### src/rtl/polar_to_rect_cordic.sv
// polar_to_rect_cordic: pipelined rotation-mode CORDIC, (amplitude, angle) -> (real, imag).
// Angle units: 10000 = PI, signed. 12 iterations with a fixed arctan table.
// Optional build macro GAIN_COMP_EN adds a registered stage that removes the CORDIC
// gain (x, y scaled by 19898/32768); without it outputs carry gain K ~1.6468.
// Ports:
//   clk      - clock, all logic on posedge
//   rst      - asynchronous active-high reset
//   inValid  - qualifies ampIn/angleIn
//   ampIn    - magnitude (signed, driven >= 0)
//   angleIn  - phase, legal range -10000..+10000
//   outValid - one-cycle strobe when realOut/imagOut update
//   realOut  - cosine component
//   imagOut  - sine component
module polar_to_rect_cordic #(
    parameter int AMPWIDTH   = 20,
    parameter int ANGLEWIDTH = 15,
    parameter int MIDWIDTH   = 22,
    parameter int OUTWIDTH   = 22,
    parameter int STAGES     = 12
) (
    input  logic                       clk,
    input  logic                       rst,
    input  logic                       inValid,
    input  logic signed [AMPWIDTH-1:0]   ampIn,
    input  logic signed [ANGLEWIDTH-1:0] angleIn,
    output logic                       outValid,
    output logic signed [OUTWIDTH-1:0] realOut,
    output logic signed [OUTWIDTH-1:0] imagOut
);

    // One spare bit on z so pre-rotate offsets never wrap, even for illegal angles.
    localparam int ZW = ANGLEWIDTH + 1;
    localparam logic signed [ZW-1:0] QUARTER     = ZW'(5000);
    localparam logic signed [ZW-1:0] NEG_QUARTER = -ZW'(5000);

`ifdef GAIN_COMP_EN
    localparam int VDEPTH = STAGES + 1;
`else
    localparam int VDEPTH = STAGES;
`endif

    function automatic logic signed [ZW-1:0] atan_lut(input int i);
        case (i)
            0:       atan_lut = ZW'(2500);
            1:       atan_lut = ZW'(1476);
            2:       atan_lut = ZW'(780);
            3:       atan_lut = ZW'(396);
            4:       atan_lut = ZW'(199);
            5:       atan_lut = ZW'(99);
            6:       atan_lut = ZW'(50);
            7:       atan_lut = ZW'(25);
            8:       atan_lut = ZW'(12);
            9:       atan_lut = ZW'(6);
            10:      atan_lut = ZW'(3);
            11:      atan_lut = ZW'(2);
            default: atan_lut = '0;
        endcase
    endfunction

    logic signed [MIDWIDTH-1:0] amp_ext;
    logic signed [ZW-1:0]       ang_ext;
    logic signed [MIDWIDTH-1:0] pre_x, pre_y;
    logic signed [ZW-1:0]       pre_z;

    // Stage k consumes x_q[k]/y_q[k]/z_q[k]; x_q[0] is the pre-rotate register.
    logic signed [MIDWIDTH-1:0] x_q [STAGES];
    logic signed [MIDWIDTH-1:0] y_q [STAGES];
    logic signed [ZW-1:0]       z_q [STAGES];
    logic signed [MIDWIDTH-1:0] x_n [STAGES];
    logic signed [MIDWIDTH-1:0] y_n [STAGES];
    logic [VDEPTH-1:0]          vld_q;
    logic signed [MIDWIDTH-1:0] res_x, res_y;

    assign amp_ext = MIDWIDTH'(ampIn);
    assign ang_ext = ZW'(angleIn);

    // Fold |angle| > PI/2 into the convergence range of the iterations.
    always_comb begin
        pre_x = amp_ext;
        pre_y = '0;
        pre_z = ang_ext;
        if (ang_ext > QUARTER) begin
            pre_x = '0;
            pre_y = amp_ext;
            pre_z = ang_ext - QUARTER;
        end else if (ang_ext < NEG_QUARTER) begin
            pre_x = '0;
            pre_y = -amp_ext;
            pre_z = ang_ext + QUARTER;
        end
    end

    always_comb begin
        for (int k = 0; k < STAGES; k++) begin
            if (!z_q[k][ZW-1]) begin
                x_n[k] = x_q[k] - (y_q[k] >>> k);
                y_n[k] = y_q[k] + (x_q[k] >>> k);
            end else begin
                x_n[k] = x_q[k] + (y_q[k] >>> k);
                y_n[k] = y_q[k] - (x_q[k] >>> k);
            end
        end
    end

    always_ff @(posedge clk or posedge rst) begin
        if (rst) begin
            for (int k = 0; k < STAGES; k++) begin
                x_q[k] <= '0;
                y_q[k] <= '0;
                z_q[k] <= '0;
            end
            vld_q <= '0;
        end else begin
            x_q[0] <= pre_x;
            y_q[0] <= pre_y;
            z_q[0] <= pre_z;
            for (int k = 1; k < STAGES; k++) begin
                x_q[k] <= x_n[k-1];
                y_q[k] <= y_n[k-1];
                z_q[k] <= z_q[k-1][ZW-1] ? z_q[k-1] + atan_lut(k-1)
                                         : z_q[k-1] - atan_lut(k-1);
            end
            vld_q <= {vld_q[VDEPTH-2:0], inValid};
        end
    end

`ifdef GAIN_COMP_EN
    localparam int PW = MIDWIDTH + 16;
    localparam logic signed [PW-1:0] GAIN = PW'(19898);

    // Multiply by 19898/32768, round to nearest with ties away from zero.
    function automatic logic signed [MIDWIDTH-1:0] gain_comp(
        input logic signed [MIDWIDTH-1:0] v
    );
        logic signed [PW-1:0] prod;
        logic [PW-1:0]        mag;
        logic [PW-1:0]        rnd;
        prod = PW'(v) * GAIN;
        mag  = prod[PW-1] ? -prod : prod;
        rnd  = (mag + PW'(16384)) >> 15;
        gain_comp = prod[PW-1] ? -MIDWIDTH'(rnd) : MIDWIDTH'(rnd);
    endfunction

    logic signed [MIDWIDTH-1:0] fx_q, fy_q;

    always_ff @(posedge clk or posedge rst) begin
        if (rst) begin
            fx_q <= '0;
            fy_q <= '0;
        end else begin
            fx_q <= x_n[STAGES-1];
            fy_q <= y_n[STAGES-1];
        end
    end

    assign res_x = gain_comp(fx_q);
    assign res_y = gain_comp(fy_q);
`else
    // Last iteration feeds the output register directly to keep latency at STAGES+1.
    assign res_x = x_n[STAGES-1];
    assign res_y = y_n[STAGES-1];
`endif

    always_ff @(posedge clk or posedge rst) begin
        if (rst) begin
            outValid <= 1'b0;
            realOut  <= '0;
            imagOut  <= '0;
        end else begin
            outValid <= vld_q[VDEPTH-1];
            if (vld_q[VDEPTH-1]) begin
                realOut <= OUTWIDTH'(res_x);
                imagOut <= OUTWIDTH'(res_y);
            end
        end
    end

endmodule

### config.mk
export PLATFORM = sky130hd
export DESIGN_NAME = polar_to_rect_cordic
export DESIGN_NICKNAME = d
export VERILOG_FILES = /design/src/rtl/polar_to_rect_cordic.sv
export SDC_FILE = /design/constraint.sdc
export NUM_CORES = 2
export LEC_CHECK = 0
export ABC_AREA = 0
export BUFFER_PORTS_ARGS = -buffer_cell sky130_fd_sc_hd__buf_2
export CORE_ASPECT_RATIO = 1.1
export CORE_MARGIN = 2
export CORE_UTILIZATION = 45
export DETAILED_ROUTE_END_ITERATION = 16
export SYNTH_ARGS = -nofsm -noshare
export SYNTH_HDL_FRONTEND = slang
export SYNTH_SLANG_ARGS = --single-unit
export TNS_END_PERCENT = 30
### constraint.sdc
create_clock -name clk -period 34.2 [get_ports clk]
set_input_delay 3.42 -clock clk [delete_from_list [all_inputs] [get_ports clk]]
set_output_delay 3.42 -clock clk [all_outputs]
set_load 0.01 [all_outputs]
==> flow_summary.toml <==
[layout]
fillCellCount = 12000
seq_area_sq_um = 19000
synthToLayoutAreaGrowth_pct = 8.97
fin_nets = 7289
multiInputGateArea_sq_um = 37800
drive_above_1_share = 0.0555

[clocking]
cts_resized = 0
post-cts-setup-buffer-count = 0
insertion_delay_ns = 0.69
clockBufferDepth = 3
root_buffer = "clkbuf_16"
htree_num_levels = 3
cts_hold_buf = 0
cts_tree = "built"
clock_sinks = 759
path_clk_slew_ns = 0.06
cts_buffers = 86

[worst_setup_path]
crit_path_frequent_cell = "buf_4"
critPathSlowestCell = "buf_4"
cpPeakStageDelay_ns = 0.90
worstSetupStartpointType = "input port"
cp.depth = 5
cp_data_arrival_time_ns = 6.64
path_buf_inv = 5
critPathCaptureType = "asynchronous set/reset pin"
worstPathCellList = "buf_2 -> inv_8 -> buf_4 -> buf_4 -> buf_4"
r2r_cells = 14
cp.required_ns = 34.81
critical_path_class = "in -> async"
crit_family = "buffers and inverters"
path_max_fanout = 121

[synthesis]
syn_area_per_cell_sq_um = 9.17
synth_nets = 7193
ys_warn_count = 0
ys_types = 81
syn_area_sq_um = 58400
synthMostInstantiatedCell = "dfrtp_1"
synth_seq_cells = 759
synth_top_area_frac = 0.325
netlist_instances = 6372
yosysSeqAreaShare = 0.325
async_flop_share = 1.00
synth_area_leader_cell = "dfrtp_1"
synth_edf_count = 0
synthTopCellsByArea = "dfrtp_1 33%, ha_1 16%, xnor2_1 9.0%"
ys.flop_type = "dfrtp_1"
synthTopCellsByCount = "759 x dfrtp_1, 748 x ha_1, 629 x a21oi_1, 600 x xnor2_1, 551 x nor2_1"

[detailed_routing]
viasPerCell = 5.58
ant_nets = 0
drtIter0Drc = 2448
routedWlPerCell_um = 17.5
drc = 0
wl_um = 144000
dr.pass1.iters = 7
vias = 45800

[floorplan]
core_sq_um = 129000
fp.dieW_um = 348
start_util = 0.454
ioPinCount = 83
die_area_sq_um = 133000
die_h_um = 382
row_count = 138

[global_routing]
grt_pass1_vias = 45400
grt_use_total = 0.216
antenna_found_initial = 9
grt_max_degree = 122
grt_pass1_wl_um = 234000
grt_overflow = 0

[place]
io_buffers = 82
hpwl_um = 114000
finalWeightedCongestion = 0.901

[sta]
final-setup-viol-count = 0
period_share = 0.176
max_freq_mhz = 166
rsz0062_at_grt = "no"
fin_crit_ns = 6.03
final.setup_skew_ns = 0.0309
setup-tns-final_ns = 0
worstMarginPinSlew_ns = 1.15
slew_headroom = 0.216
finalHoldViolCount = 0
slew_violations = 0

[flow_run]
drv_cap = 0

[run_status]
status = "finished clean"

[hold_path]
min_path_type = "reg -> reg"
whs_path_depth = 0
worst paths after layout:
check | start | end | slack [ns]
max | rst | vld_q[11]$_DFF_PP0_ | 28.17
min | vld_q[0]$_DFF_PP0_ | vld_q[1]$_DFF_PP0_ | 0.35
max reg2reg | z_q[79]$_DFF_PP0_ | x_q[86]$_DFF_PP0_ | 29.69
min reg2reg | vld_q[0]$_DFF_PP0_ | vld_q[1]$_DFF_PP0_ | 0.35
max in group clk | ampIn[0] | y_q[260]$_DFF_PP0_ | 28.72
min in group asynchronous | rst | x_q[197]$_DFF_PP0_ | 2.91
cells by family (layout without fill, tap and decap cells):
family                     after synthesis  count (layout)  share of synthesized area
muxes                                   92              92                     0.0167
DFF                                    759             759                      0.325
and+or+nand+nor                       1691            1691                      0.140
AOI/OAI and AO/OA                     1730            1730                      0.187
adders and majority gates              783             783                      0.172
other                                    0               1                          0
buffers and inverters                  443             608                     0.0285
xor gates and xnor gates               874             874                      0.131
through the flow:
step / hold slack [ns] / utilization / instance area [sq um] / std cells / setup slack, ns
5_1_grt: 0.355 / 0.494 / 63700 / 8217 / 27.53
3_3_place_gp: 0.331 / 0.472 / 60800 / 8060 / 27.32
3_5_place_dp: 0.335 / 0.472 / 60800 / 8060 / 27.22
4_1_cts: 0.349 / 0.494 / 63700 / 8217 / 27.99
2_1_floorplan: 0.331 / - / 58400 / 6372 / 9.48
6_report: 0.346 / 0.494 / 63700 / 8218 / 28.17
registers in the layout, summed over array words and instances (netlist names):
signal    cells
imagOut      22
outValid      1
realOut      22
vld_q        12
x_q         261
y_q         264
z_q         177
cell usage in the layout, fill, tap and decap left out, types with 102 or more instances in the layout:
master     n
nand3_1  102
inv_1    332
a21oi_1  629
xor2_1   274
nor2b_1  105
dfrtp_1  757
o21ai_0  306
ha_1     748
nor2_1   551
xnor2_1  600
nor3_1   210
nand2_1  317
a21o_1   170
layer usage:
metal / wire length [um] / track usage
met1: 60900 / 0.255
met2: 72200 / 0.395
met3: 4480 / 0.0216
met4: 5910 / 0.0920
met5: 13 / 0
worst register-to-register path, cell delays in order, from the launching register on:
cell	delay, ns
dfrtp_1	0.32
buf_4	0.41
inv_1	0.52
nand2_1	0.19
xnor2_1	0.13
ha_1	0.30
o21ai_0	0.18
nand2b_1	0.08
a31oi_1	0.52
o21ai_0	0.30
o311ai_0	0.55
a31oi_1	0.26
a21o_1	0.23
a21oi_1	0.18
xnor2_1	0.22
layout make-up:
type,instances,share of cell area
diodes,1,0.0000393
clock buffers,124,0.0392
clock inverters,33,0.00590
inverters,338,0.0200
multi-input cells,5170,0.593
flip-flops and latches,759,0.298
well taps,1680,0.0330
repair buffers,113,0.0101
Power is left out: the tool's default activity adds up to more than one toggle a clock period on the data nets, which glitch-free logic cannot reach.
